## src/rtl/mmio_axil_master.sv

```systemverilog
// rtl/mmio_axil_master.sv - single-outstanding MMIO request/response to AXI4-Lite master bridge
// AW and W are issued together; a response-wait timeout forces an error response from a hung slave.
module mmio_axil_master #(
    parameter int AW      = 32,
    parameter int DW      = 64,
    parameter int TIMEOUT = 1024
) (
    input  logic            CLK,
    input  logic            RSTn,
    input  logic            REQ_VALID,
    output logic            REQ_READY,
    input  logic            REQ_WEN,
    input  logic [AW-1:0]   REQ_ADDR,
    input  logic [DW-1:0]   REQ_WDATA,
    input  logic [DW/8-1:0] REQ_WSTRB,
    output logic            RSP_VALID,
    input  logic            RSP_READY,
    output logic [DW-1:0]   RSP_RDATA,
    output logic            RSP_ERR,
    output logic            TIMEOUT_ERR,
    output logic [AW-1:0]   M_AWADDR,
    output logic            M_AWVALID,
    input  logic            M_AWREADY,
    output logic [DW-1:0]   M_WDATA,
    output logic [DW/8-1:0] M_WSTRB,
    output logic            M_WVALID,
    input  logic            M_WREADY,
    input  logic [1:0]      M_BRESP,
    input  logic            M_BVALID,
    output logic            M_BREADY,
    output logic [AW-1:0]   M_ARADDR,
    output logic            M_ARVALID,
    input  logic            M_ARREADY,
    input  logic [DW-1:0]   M_RDATA,
    input  logic [1:0]      M_RRESP,
    input  logic            M_RVALID,
    output logic            M_RREADY
);

    localparam int              SW         = DW / 8;
    localparam int              CW         = (TIMEOUT < 1) ? 1 : $clog2(TIMEOUT + 1);
    localparam bit              TIMEOUT_EN = (TIMEOUT > 0);
    localparam logic [CW-1:0]   CNT_LAST   = (TIMEOUT < 1) ? '0 : CW'(TIMEOUT - 1);
    localparam logic [CW-1:0]   CNT_MAX    = '1;

    typedef enum logic [2:0] {
        S_IDLE,
        S_WR,
        S_WB,
        S_RD_A,
        S_RD_R,
        S_RSP
    } state_t;

    state_t          state_q, state_d;
    logic [AW-1:0]   addr_q, addr_d;
    logic [DW-1:0]   wdata_q, wdata_d;
    logic [SW-1:0]   wstrb_q, wstrb_d;
    logic            wen_q, wen_d;
    logic            awv_q, awv_d;
    logic            wv_q, wv_d;
    logic            arv_q, arv_d;
    logic [DW-1:0]   rdata_q, rdata_d;
    logic            err_q, err_d;
    logic            tmo_q, tmo_d;
    logic [CW-1:0]   cnt_q, cnt_d;

    always_ff @(posedge CLK or negedge RSTn) begin
        if (!RSTn) begin
            state_q <= S_IDLE;
            addr_q  <= '0;
            wdata_q <= '0;
            wstrb_q <= '0;
            wen_q   <= 1'b0;
            awv_q   <= 1'b0;
            wv_q    <= 1'b0;
            arv_q   <= 1'b0;
            rdata_q <= '0;
            err_q   <= 1'b0;
            tmo_q   <= 1'b0;
            cnt_q   <= '0;
        end else begin
            state_q <= state_d;
            addr_q  <= addr_d;
            wdata_q <= wdata_d;
            wstrb_q <= wstrb_d;
            wen_q   <= wen_d;
            awv_q   <= awv_d;
            wv_q    <= wv_d;
            arv_q   <= arv_d;
            rdata_q <= rdata_d;
            err_q   <= err_d;
            tmo_q   <= tmo_d;
            cnt_q   <= cnt_d;
        end
    end

    always_comb begin
        state_d = state_q;
        addr_d  = addr_q;
        wdata_d = wdata_q;
        wstrb_d = wstrb_q;
        wen_d   = wen_q;
        awv_d   = awv_q;
        wv_d    = wv_q;
        arv_d   = arv_q;
        rdata_d = rdata_q;
        err_d   = err_q;
        tmo_d   = tmo_q;
        cnt_d   = cnt_q;
        case (state_q)
            S_IDLE: begin
                if (REQ_VALID) begin
                    addr_d  = REQ_ADDR;
                    wdata_d = REQ_WDATA;
                    wstrb_d = REQ_WSTRB;
                    wen_d   = REQ_WEN;
                    if (REQ_WEN) begin
                        state_d = S_WR;
                        awv_d   = 1'b1;
                        wv_d    = 1'b1;
                    end else begin
                        state_d = S_RD_A;
                        arv_d   = 1'b1;
                    end
                end
            end
            S_WR: begin
                // Each channel retires independently; leave only once both have handshaken.
                if (awv_q && M_AWREADY) awv_d = 1'b0;
                if (wv_q && M_WREADY)   wv_d  = 1'b0;
                if (!awv_d && !wv_d) begin
                    state_d = S_WB;
                    cnt_d   = '0;
                end
            end
            S_WB: begin
                if (M_BVALID) begin
                    err_d   = (M_BRESP != 2'b00);
                    rdata_d = '0;
                    state_d = S_RSP;
                end else if (TIMEOUT_EN && cnt_q == CNT_LAST) begin
                    err_d   = 1'b1;
                    rdata_d = '0;
                    tmo_d   = 1'b1;
                    state_d = S_RSP;
                end else if (cnt_q != CNT_MAX) begin
                    cnt_d = cnt_q + CW'(1);
                end
            end
            S_RD_A: begin
                if (M_ARREADY) begin
                    arv_d   = 1'b0;
                    state_d = S_RD_R;
                    cnt_d   = '0;
                end
            end
            S_RD_R: begin
                if (M_RVALID) begin
                    rdata_d = M_RDATA;
                    err_d   = (M_RRESP != 2'b00);
                    state_d = S_RSP;
                end else if (TIMEOUT_EN && cnt_q == CNT_LAST) begin
                    err_d   = 1'b1;
                    rdata_d = '0;
                    tmo_d   = 1'b1;
                    state_d = S_RSP;
                end else if (cnt_q != CNT_MAX) begin
                    cnt_d = cnt_q + CW'(1);
                end
            end
            S_RSP: begin
                if (RSP_READY) state_d = S_IDLE;
            end
            default: state_d = S_IDLE;
        endcase
    end

    // All handshake outputs come from flops, so no request input reaches the AXI side combinationally.
    assign REQ_READY   = (state_q == S_IDLE);
    assign RSP_VALID   = (state_q == S_RSP);
    assign RSP_RDATA   = wen_q ? '0 : rdata_q;
    assign RSP_ERR     = err_q;
    assign TIMEOUT_ERR = tmo_q;
    assign M_AWADDR    = addr_q;
    assign M_AWVALID   = awv_q;
    assign M_WDATA     = wdata_q;
    assign M_WSTRB     = wstrb_q;
    assign M_WVALID    = wv_q;
    assign M_BREADY    = (state_q == S_WB);
    assign M_ARADDR    = addr_q;
    assign M_ARVALID   = arv_q;
    assign M_RREADY    = (state_q == S_RD_R);

endmodule

```

## config.mk

```make
export PLATFORM = sky130hd
export DESIGN_NAME = mmio_axil_master
export DESIGN_NICKNAME = d
export VERILOG_FILES = /design/src/rtl/mmio_axil_master.sv
export SDC_FILE = /design/constraint.sdc
export NUM_CORES = 1
export LEC_CHECK = 0
export ABC_AREA = 1
export BUFFER_PORTS_ARGS = -buffer_cell sky130_fd_sc_hd__buf_2
export CAP_MARGIN = 20
export CORE_AREA = 2 2 150 152
export DETAILED_ROUTE_END_ITERATION = 8
export DIE_AREA = 0 0 152 154
export PLACE_DENSITY = 0.69
export SLEW_MARGIN = 20
export SYNTH_ARGS = -nofsm -noshare
export SYNTH_HDL_FRONTEND = slang
export SYNTH_SLANG_ARGS = --single-unit
export TNS_END_PERCENT = 100
```

## constraint.sdc

```tcl
create_clock -name CLK -period 2.3 [get_ports CLK]
set_input_delay 0 -clock CLK [delete_from_list [all_inputs] [get_ports CLK]]
set_output_delay 0 -clock CLK [all_outputs]
set_load 0.03 [all_outputs]
```

Word level (Yosys, flattened, before mapping):

Index checks and enable logic that the tools add are counted.

* word-level logic and storage cells: 87
* input port bits: 182
* flip-flop bits (word level): 188
* output and inout bits: 209

* reduce and logical (&&, ||, !) cells: 18
* equal/unequal tests: 15
* $add $sub $neg: 1
* mux-type cells: 41

Operators with widths (count)
* $mux W64: 4
* $pmux W64 S2: 1
* $mux W11: 6
* $pmux W11 S4: 1
* $mux W3: 7
* $pmux W3 S6: 1
* $mux W1: 15
* $ne A2 B2 Y1 const B: 6
* $add A11 B1 Y11 const B: 1
* $eq A11 B10 Y1 const B: 1
* $ne A11 B11 Y1 const B: 1
* $pmux W1 S2: 5
* $reduce_bool A2 Y1: 5
* $reduce_and A4 Y1: 2
* $eq A3 B2 Y1 const B: 2
* $eq A3 B3 Y1 const B: 2
* $reduce_and A3 Y1: 2
* $reduce_and A5 Y1: 1
* $ne A2 B1 Y1 const B: 2
* $reduce_bool A4 Y1: 1
* $eq A3 B1 Y1 const B: 1
* $logic_and A1 B1 Y1: 3
* $logic_not A3 Y1: 1
* $logic_not A1 Y1: 2
* other kinds (2): 2

Longest topological paths before layout:

Gate-level depths: netlist (run 1).

* depth in word-level cells: 7
* mapped depth: 9
* depth with buffers taken out: 9

Worst setup path before layout (run 1):

OpenSTA, ideal clock, no wires.

* path type: register to register
* from: reg state_q[0]
* to: reg state_q[0]
* library setup time: 123 ps
* stages on the path, launching flop included: 8
* path slack: 544 ps
* arrival: 1633 ps
* required time: 2177 ps
* path through: dfrtp_1 > inv_1 > nor3_1 > nand2_1 > nand2_1 > nor2_1 > o21ai_0 > nand2_1

* cells in the longest elaborated chain, start to end: 3
* elaborated cells between the ends (all ways): 15

RTL lines
* start, declared: RTL line 55 `state_t state_q, state_d;`
* start signal, assigned: RTL line 83 `state_q <= state_d;`
* $eq A3 B3 Y1 (*)
* named net RSP_VALID: RTL line 16 `output logic RSP_VALID,`
* $ne A2 B1 Y1 (no line)
* $reduce_and A4 Y1 (no line)

The timed path passes the listed nets; every way through them passes the cells marked *.
A chain may end at the register's enable or synchronous reset.

Worst setup path in the final report (run 1):

* from: reg cnt_q[1]
* to: reg rdata_q[60]

* cells in the longest elaborated chain, start to end: 4
* elaborated cells between the ends (all ways): 5

RTL lines
* start, declared: RTL line 66 `logic [CW-1:0] cnt_q, cnt_d;`
* start signal, assigned: RTL line 94 `cnt_q <= cnt_d;`
* $eq A11 B10 Y1 (*): RTL line 142, 163
* $mux W64 (*)
* $mux W64 (on tied branches)
* $pmux W64 S2 (*)
* end signal, assigned: RTL line 91 `rdata_q <= rdata_d;`
* end, declared: RTL line 63 `logic [DW-1:0] rdata_q, rdata_d;`

Every way passes the cells marked *; elsewhere a longest branch is shown, timed or not.

==> flow_metrics.py, run 1 <==
metrics = {
    "clock_network": {
        "number_of_cts_inserted_buffers": 17,
        "cts_buffer_depth": 2,
        "cts.sinks": 188,
        "worstSkewPairLatency_ns": 0.42,
        "h-tree-depth": 4,
        "clkTransAtPathRegs_ns": 0.07,
        "clock_tree_from_tritoncts": "done",
        "post_cts_resized": 0,
        "clock_tree.root_cell": "clkbuf_16",
    },
    "floorplanning": {
        "die_h_um": 154,
        "floorplan.initialDensity_pct": 39.2,
        "fp.dieArea_um2": 23400,
        "floorplan.die.width_um": 152,
        "ioPinCount": 391,
        "core_area_um2": 21700,
        "number_of_cell_rows": 54,
    },
    "logic_synthesis": {
        "synth_compound_gate_area_share_pct": 1.07,
        "largest_family_of_logic_cells_by_synthesized_area": "simple AND/OR/NAND/NOR gates",
        "synth-xor-area-share_pct": 0.515,
        "async_flop_share_pct": 100,
        "avgSynthCellArea_um2": 8.02,
        "synth_top_flop_cell": "dfrtp_1",
        "synthDominantCellAreaShare_pct": 55.3,
        "yosysWarningCount": 0,
        "synth-adder-area-share_pct": 0.147,
        "synthesis.area_um2": 8510,
        "yosys-mux-area-fraction_pct": 0,
        "post-synth-top-count-cell": "nand2_1",
        "yosysSeqAreaShare_pct": 55.3,
        "mappedNetlistNets": 1244,
        "ffs_latches_synth": 188,
        "synth_simple_gate_area_share_pct": 33.1,
        "yosys.area.top_type": "dfrtp_1",
        "netlist_instances": 1061,
        "synth_top_cells_by_area": "dfrtp_1 55%, nand2_1 23%, nand2_2 4.5%, inv_1 3.8%, nor2_1 3.8%",
        "post_synth_most_frequent_cells": "517 x nand2_1, 188 x dfrtp_1, 87 x inv_1, 87 x nor2_1, 61 x nand2_2",
        "synth-edff-count": 0,
        "yosysUniqueCellTypes": 28,
    },
    "global_routing": {
        "first_global_vias": 8615,
        "grt_pass1_wl_um": 42900,
        "antenna_found_initial": 2,
        "grt_overflow": 0,
        "globalRouteTotalUtil_pct": 22.3,
        "maximum_number_of_pins_on_one_net_before_global_route_repair": 106,
    },
    "power": {
        "p_per_area_nw_per_um2": 1380,
        "power.total_uw": 17800,
        "p_leak_uw": 0.00740,
        "ir_worst_vdd_uv": 836,
    },
    "timing": {
        "layout_worst_path_cycle_share_pct": 93.7,
        "grt_setup_unrepaired": "false",
        "max_freq_mhz": 464,
        "setup_viol_count_final": 0,
        "slew_violations": 0,
        "fin_crit_ns": 2.15,
        "finalHoldViolations": 0,
        "timing_worst_slew_pin_value_ns": 0.941,
        "setup_skew_ns": 0.0120,
        "totalNegativeSetupSlack_ns": 0,
        "slew-limit-headroom_pct": 37.3,
    },
    "run_status": {
        "outcome": "finished, final reports clean",
    },
    "route": {
        "routed_via_count": 8516,
        "routed-wl-met3_um": 1980,
        "route.detailed.vias_per_inst": 4.52,
        "routed_wire_length_per_instance_um": 14.0,
        "detail-route-antenna-nets": 0,
        "post-route-drc-count": 0,
        "finalWirelength_um": 26400,
        "route.met2.wl_um": 12800,
        "drt_iter0_drc": 527,
        "first_pass_iters": 5,
        "highest-signal-layer": "met5",
        "m1WireLength_um": 11000,
    },
    "setup_path": {
        "endpoint_kind": "register",
        "cp-start-kind": "register",
        "crit_arrival_ns": 2.51,
        "timing.critical_path.required_ns": 2.65,
        "critical_path.max_fanout": 46,
        "criticalPathCategory": "register to register",
    },
    "hold_path": {
        "worstHoldPathType": "input port to register",
    },
    "placed_design": {
        "port_buffers": 390,
        "detailed_place_hpwl_um": 17100,
        "place.gp.congestion": 0.867,
    },
    "finish": {
        "finalNetCount": 1774,
        "syn2layout_area_growth_pct": 51.5,
        "drive_above_1_share_pct": 31.9,
    },
    "flow_run": {
        "max_cap_violations": 0,
    },
}
critical path: stages, from the launching register on:
cell	delay (ns)
dfrtp_1	0.41
ha_1	0.23
nand3_2	0.10
nor2_4	0.05
nand3_2	0.11
nor2_4	0.07
nor2_8	0.68
buf_12	0.27
nand2_2	0.05
nand2_1	0.07
placed cells by master (no fill, tap or decap), types with 2 or more instances in the layout:
cell,instances
nand2_1,517
buf_2,389
dfrtp_1,187
dlygate4sd3_1,178
inv_1,87
nor2_1,87
nand2_2,61
clkbuf_16,17
buf_4,10
nand3_1,7
buf_12,7
a21oi_1,6
o21ai_0,6
inv_8,4
nor2_4,3
clkinv_2,3
nand4_1,3
xnor2_1,3
inv_6,3
clkinvlp_4,3
nor2_2,2
nor3_1,2
nand3_2,2
o21bai_1,2
xor2_1,2
clkbuf_8,2
per-stage QoR:
step           setup WS (ns)  area [um2]  utilization, %  instances  hold WS, ns
3_3_place_gp           0.211       10500            48.6       1674       0.0637
2_1_floorplan          0.544        8510               -       1061       -0.296
6_report               0.145       12900            59.4       1885       0.0592
4_1_cts                0.150       12900            59.4       1884       0.0319
5_1_grt              0.00285       12900            59.4       1885       0.0779
3_5_place_dp           0.157       10500            48.6       1674       0.0689
routing by layer:
metal	global-route usage (%)	up-vias
met3	6.51	50
met1	27.4	3947
met4	6.99	2
met5	0	-
li1	-	4160
met2	38.1	357
power by group:
group / leakage, uW / switching, uW / internal, uW
logic: 0.00472 / 6470 / 2630
registers: 0.00241 / 1040 / 4800
clock network: 0.000274 / 1380 / 1460
cell families (layout without fill, tap and decap cells):
kind of cell	Yosys count	count (layout)
AOI/OAI and AO/OA	16	16
xor gates and xnor gates	5	5
adders and majority gates	1	1
buffers and inverters	163	706
DFF	188	188
other	0	1
and+or+nand+nor	688	688
path summary, 6_finish.rpt:
kind                       slack [ns]           to        start  depth (start not counted)
setup / recovery                 0.15  rdata_q[60]     cnt_q[1]                          9
hold / removal                   0.06  TIMEOUT_ERR     M_RVALID                          4
setup reg to reg                 0.15  rdata_q[60]     cnt_q[1]                          9
hold reg to reg                  0.47  M_WDATA[12]  M_WDATA[12]                          2
max in group asynchronous        1.36  rdata_q[40]         RSTn                          3
min in group asynchronous        0.16  rdata_q[22]         RSTn                          2
area by class of cell:
type | count | area, um2
timing repair buffer | 585 | 3960
antenna | 1 | 2.50
multi-input combinational | 710 | 2970
clock buffer | 18 | 439
sequential | 188 | 4710
clock inverter | 14 | 129
tap | 280 | 350
fill | 1853 | 8800
inverter | 89 | 335
registers in the layout (all words and copies together), names as in the netlist:
| name | count |
|---|---|
| cnt_q | 11 |
| rdata_q | 64 |
| state_q | 3 |
| wen_q | 1 |
| M_AWVALID | 1 |
| M_ARADDR | 32 |
| TIMEOUT_ERR | 1 |
| RSP_ERR | 1 |
| M_WSTRB | 8 |
| M_ARVALID | 1 |
| M_WVALID | 1 |
| M_WDATA | 64 |
repair_timing:
action                                  CTS  global route
hold buffers                            178             0
setup buffers                             0             0
endpoints found under the setup margin    0             0
endpoints found under the hold margin   242             0
No activity file was read; power rests on OpenSTA's default activity.
==> run 2: changes to the inputs <==
Settings changed: BUFFER_PORTS_ARGS -buffer_cell sky130_fd_sc_hd__buf_2 to not set, DONT_BUFFER_PORTS set to 1, PLACE_DENSITY 0.69 to not set.
==> run 2 against run 1 <==
  * The flow now finishes with violations (hold timing)
  * Critical path type unchanged
  * Wire length down 6.7%
  * Cell area is 15% lower
  * Clock skew rose by 0.0067 ns
  * Non-clock buffer count shrank 389
  * Sequential share of layout area grew 6.4 points
  * Global-route usage down 1.6 points
  * First-iteration DRC count shrank 10%
  * Combinational power decreased by 47%
  * Maximum frequency is 9.4% higher
  * Count of clock-buffer cells in the layout did not move
==> flow_metrics.py, run 2 (same netlist as run 1, synthesis figures left out) <==
metrics = {
    "power": {
        "p_leak_uw": 0.00572,
        "ir_worst_vdd_uv": 824,
        "power.total_uw": 16300,
        "p_per_area_nw_per_um2": 1490,
    },
    "setup_path": {
        "critical_path.max_fanout": 7,
        "timing.critical_path.required_ns": 2.66,
        "critical_path.startpoint": "state_q[1]",
        "crit_arrival_ns": 2.33,
        "cp-start-kind": "register",
        "criticalPathCategory": "register to register",
        "endpoint_kind": "register",
        "regToRegStartpoint": "state_q[1]",
    },
    "global_routing": {
        "maximum_number_of_pins_on_one_net_before_global_route_repair": 189,
        "antenna_found_initial": 3,
        "globalRouteTotalUtil_pct": 20.7,
        "first_global_vias": 7439,
        "grt_overflow": 0,
        "grt_pass1_wl_um": 39100,
    },
    "timing": {
        "grt_setup_unrepaired": "false",
        "fin_hold_ws_ns": -0.734,
        "finalHoldViolations": 188,
        "slew-limit-headroom_pct": 35.3,
        "setup_viol_count_final": 0,
        "slew_violations": 0,
        "totalNegativeSetupSlack_ns": 0,
        "layout_worst_path_cycle_share_pct": 85.6,
        "timing_worst_slew_pin_value_ns": 0.968,
        "setup_skew_ns": 0.0187,
        "fin_crit_ns": 1.97,
        "max_freq_mhz": 508,
    },
    "placed_design": {
        "place.gp.congestion": 0.846,
        "port_buffers": 0,
        "placement.cell_area_um2": 8540,
        "detailed_place_hpwl_um": 15500,
    },
    "route": {
        "routed_via_count": 7005,
        "post-route-drc-count": 0,
        "detail-route-antenna-nets": 0,
        "finalWirelength_um": 24600,
        "first_pass_iters": 4,
        "route.detailed.vias_per_inst": 4.67,
        "drt_iter0_drc": 473,
        "routed_wire_length_per_instance_um": 16.4,
    },
    "floorplanning": {
        "die_h_um": 154,
        "number_of_cell_rows": 54,
        "ioPinCount": 391,
        "core_area_um2": 21700,
        "fp.dieArea_um2": 23400,
        "floorplan.die.width_um": 152,
        "floorplan.initialDensity_pct": 39.2,
    },
    "flow_run": {
        "max_cap_violations": 0,
    },
    "finish": {
        "most_frequent_standard_cell_in_the_layout_excluding_fill_and_tap_cells": "nand2_1",
        "filler_cell_count_in_the_final_layout": 1994,
        "syn2layout_area_growth_pct": 28.9,
        "layout.cells.most_common_list": "517 x nand2_1, 187 x dfrtp_1, 180 x dlygate4sd3_1",
        "post_layout_util_pct": 50.5,
        "finalNetCount": 1386,
        "multiInputGateArea_um2": 2980,
        "drive_above_1_share_pct": 9.95,
        "postLayoutCellArea_um2": 11000,
        "ff_latch_area_um2": 4710,
    },
    "run_status": {
        "failed_checks": "hold timing",
        "outcome": "complete, but fails checks",
    },
    "clock_network": {
        "clkTransAtPathRegs_ns": 0.08,
        "clock_tree.root_cell": "clkbuf_16",
        "worstSkewPairLatency_ns": 0.43,
        "post_cts_resized": 0,
        "ctsHoldBuffers": 180,
        "h-tree-depth": 4,
        "cts_buffer_depth": 2,
        "clock_tree_from_tritoncts": "done",
        "number_of_cts_inserted_buffers": 17,
        "cts.sinks": 188,
    },
    "hold_path": {
        "worstHoldPathType": "input port to asynchronous set/reset pin",
    },
}
[run 2: changes by cell type in the layout (fill, tap and decap cells not counted), moves of 2 or more]
| cell | change |
|---|---|
| buf_2 | -389 |
| clkbuf_8 | -2 |
| clkinv_8 | +2 |
| dlygate4sd3_1 | +2 |
| buf_12 | -2 |
| diode_2 | +2 |
| inv_6 | +2 |
| clkinv_2 | -2 |
| clkinvlp_4 | -2 |
[run 2: what timing repair did]
action	in CTS	in global routing
endpoints found under the hold margin	365	188
setup endpoints to repair	0	7
setup buffers	0	0
[run 2: path summary, 6_finish.rpt]
check                              endpoint  slack [ns]  cells after the start
worst max-delay path              M_ARVALID        0.33                      7
worst min-delay path            rdata_q[50]       -0.73                      0
worst max register to register    M_ARVALID        0.33                      7
worst min register to register   rdata_q[2]        0.48                      2
max in group asynchronous        M_WDATA[7]        2.80                      0
min in group CLK                    RSP_ERR        0.02                      5
[run 2: final cells by class]
class	instances	area share (%)
clock buffer	18	3.91
clock inverter	14	1.57
sequential	188	42.9
multi-input combinational	711	27.2
inverter	89	3.06
antenna	3	0.0685
timing repair buffer	196	18.1
tap	280	3.20
[run 2: per-layer routing]
layer	vias to the layer above	track usage [%]	part of all wire, %	wire [um]
met2	291	35.4	49	12000
met3	28	7.92	8.7	2150
met5	-	0	0	0
met4	0	6.68	2.0	499
li1	3376	-	-	-
met1	3310	24.1	40	9910
[run 2: critical path, cell delays in order, from the launching register on]
cell and delay, ns:
dfrtp_1 0.45, nor2_2 0.17, nand2_1 0.14, nor2_4 0.19, clkinv_2 0.14, nor2_1 0.11
a2bb2oi_1 0.15, dlygate4sd3_1 0.55
[run 2: where the power goes]
part,total (uW),internal [uW],leakage (uW),switching [uW]
combinational,4860,1480,0.00302,3380
clock,3010,1570,0.000291,1450
sequential,8450,4750,0.00241,3710
[run 2: metrics by stage]
step	instances	setup WS, ns
finish	1499	0.330
CTS	1495	0.104
floorplan	1061	0.544
global placement	1283	0.192
detailed placement	1283	0.0909
global route	1499	0.152
==> run 3: changes to the inputs <==
Settings changed: REMOVE_ABC_BUFFERS set to 1.
Clock period 2.3 ns to 2.4 ns, I/O delays scaled along.
==> run 3 against run 2 <==
  * The flow still finishes with violations (hold timing)
  * Global-route usage shrank 0.75 points
  * Clock power fell by 10%
  * Non-clock buffer count fell by 2
  * Highest routed layer unchanged
  * Count of clock-buffer cells in the layout is the same
  * Critical endpoint is now rdata_q[61]
  * Hold slack improved by 0.00092 ns
==> flow_metrics.py, run 3 (same netlist as run 1, synthesis figures left out) <==
metrics = {
    "setup_path": {
        "regToRegStartpoint": "cnt_q[1]",
        "crit_arrival_ns": 2.32,
        "timing.critical_path.required_ns": 2.75,
        "number_of_cell_instances_on_the_worst_register_to_register_path": 9,
        "cp-start-kind": "register",
        "critical_path.max_fanout": 22,
        "endpoint_kind": "register",
        "worstReg2RegEnd": "rdata_q[61]",
        "worst-r2r-setup-slack_ns": 0.43,
        "criticalPathCategory": "register to register",
    },
    "timing": {
        "fin_hold_ws_ns": -0.733,
        "slew_violations": 0,
        "setup_viol_count_final": 0,
        "finalHoldViolations": 188,
        "setup_skew_ns": 0.0113,
        "fin_crit_ns": 1.97,
        "max_freq_mhz": 507,
        "grt_setup_unrepaired": "false",
        "timing_worst_slew_pin_value_ns": 0.831,
        "final_critical_path_setup_slack_ns": 0.429,
        "slew-limit-headroom_pct": 44.5,
        "layout_worst_path_cycle_share_pct": 82.1,
    },
    "finish": {
        "post_layout_util_pct": 50.2,
        "finalNetCount": 1384,
        "final-instance-count-excl-fill": 1495,
        "syn2layout_area_growth_pct": 27.9,
        "drive_above_1_share_pct": 9.80,
        "layout.cells.most_common_list": "517 x nand2_1, 187 x dfrtp_1, 180 x dlygate4sd3_1",
        "most_frequent_standard_cell_in_the_layout_excluding_fill_and_tap_cells": "nand2_1",
    },
    "power": {
        "ir_worst_vdd_uv": 753,
        "p_per_area_nw_per_um2": 1410,
        "p_leak_uw": 0.00569,
    },
    "route": {
        "post-route-drc-count": 0,
        "first_pass_iters": 8,
        "route.detailed.vias_per_inst": 4.63,
        "routed_via_count": 6927,
        "drt_iter0_drc": 486,
        "routed_wire_length_per_instance_um": 16.0,
        "detail-route-antenna-nets": 0,
        "finalWirelength_um": 23900,
    },
    "global_routing": {
        "gr_util_met2_pct": 33.3,
        "first_global_vias": 7273,
        "maximum_number_of_pins_on_one_net_before_global_route_repair": 189,
        "met3_grt_util_pct": 7.69,
        "grt.busiest_layer": "met2",
        "met1_use_gr_pct": 23.7,
        "globalRouteTotalUtil_pct": 20.0,
        "grt_overflow": 0,
        "antenna_found_initial": 0,
        "grt_pass1_wl_um": 37700,
    },
    "floorplanning": {
        "ioPinCount": 391,
        "die_h_um": 154,
        "floorplan.die.width_um": 152,
        "fp.dieArea_um2": 23400,
        "floorplan.initialDensity_pct": 39.2,
        "core_area_um2": 21700,
        "number_of_cell_rows": 54,
    },
    "run_status": {
        "failed_checks": "hold timing",
        "outcome": "complete, but fails checks",
    },
    "clock_network": {
        "cts_buffer_depth": 2,
        "cts.sinks": 188,
        "clkTransAtPathRegs_ns": 0.07,
        "number_of_cts_inserted_buffers": 17,
        "clock_tree.root_cell": "clkbuf_16",
        "post_cts_resized": 0,
        "clock_tree_from_tritoncts": "done",
        "h-tree-depth": 4,
        "ctsHoldBuffers": 180,
        "post-cts-setup-buffers": 0,
        "worstSkewPairLatency_ns": 0.42,
    },
    "placed_design": {
        "place.gp.congestion": 0.863,
        "dpl_worst_slack_ns": 0.150,
        "port_buffers": 0,
        "detailed_place_hpwl_um": 15200,
        "dp.cells": 1281,
    },
    "flow_run": {
        "max_cap_violations": 0,
    },
    "hold_path": {
        "worstHoldPathType": "input port to asynchronous set/reset pin",
    },
}
run 3: power by group:
part           internal, uW  leakage [uW]  switching [uW]
Sequential             4550       0.00241            3470
Combinational          1370       0.00301            3270
Clock                  1370      0.000273            1330
run 3: cell type report:
| class | count | area (um2) |
|---|---|---|
| diodes | 1 | 2.50 |
| clock buffers | 18 | 429 |
| multi-input cells | 711 | 2980 |
| fillers | 1957 | 10800 |
| repair buffers | 194 | 1960 |
| flip-flops and latches | 188 | 4710 |
| well taps | 280 | 350 |
| inverters | 89 | 335 |
| clock inverters | 14 | 128 |
run 3: worst max path at each step:
stage,slack [ns],end,start,cells past startpoint
after floorplan,-1.96,M_ARVALID,state_q[1],6
after CTS,0.13,rdata_q[61],cnt_q[1],9
after detailed placement,0.15,rdata_q[61],cnt_q[1],9
final,0.43,rdata_q[61],cnt_q[1],9
after global routing,0.22,cnt_q[4],state_q[1],9
after global placement,0.20,rdata_q[62],cnt_q[1],9
run 3: worst max-delay path: stages (launching register included):
cell and delay [ns]:
dfrtp_1 0.41, ha_1 0.23, nand3_2 0.10, nor2_4 0.05, nand3_2 0.11, nor2_4 0.08
nor2_8 0.45, buf_4 0.34, nand2_2 0.06, nand2_1 0.07
run 3: layer usage:
layer / wire, um / part of all wire, %
met2: 11400 / 48
met5: 0 / 0
met4: 545 / 2.3
met3: 2110 / 8.8
met1: 9790 / 41
run 3: metrics by stage:
step                setup TNS (ns)  power (uW)  area [um2]
floorplan                  -197.31       11200        8000
global placement                 0       12300        8510
detailed placement               0       12400        8510
CTS                              0       15400       10900
global route                     0       16400       10900
finish                           0       15400       10900
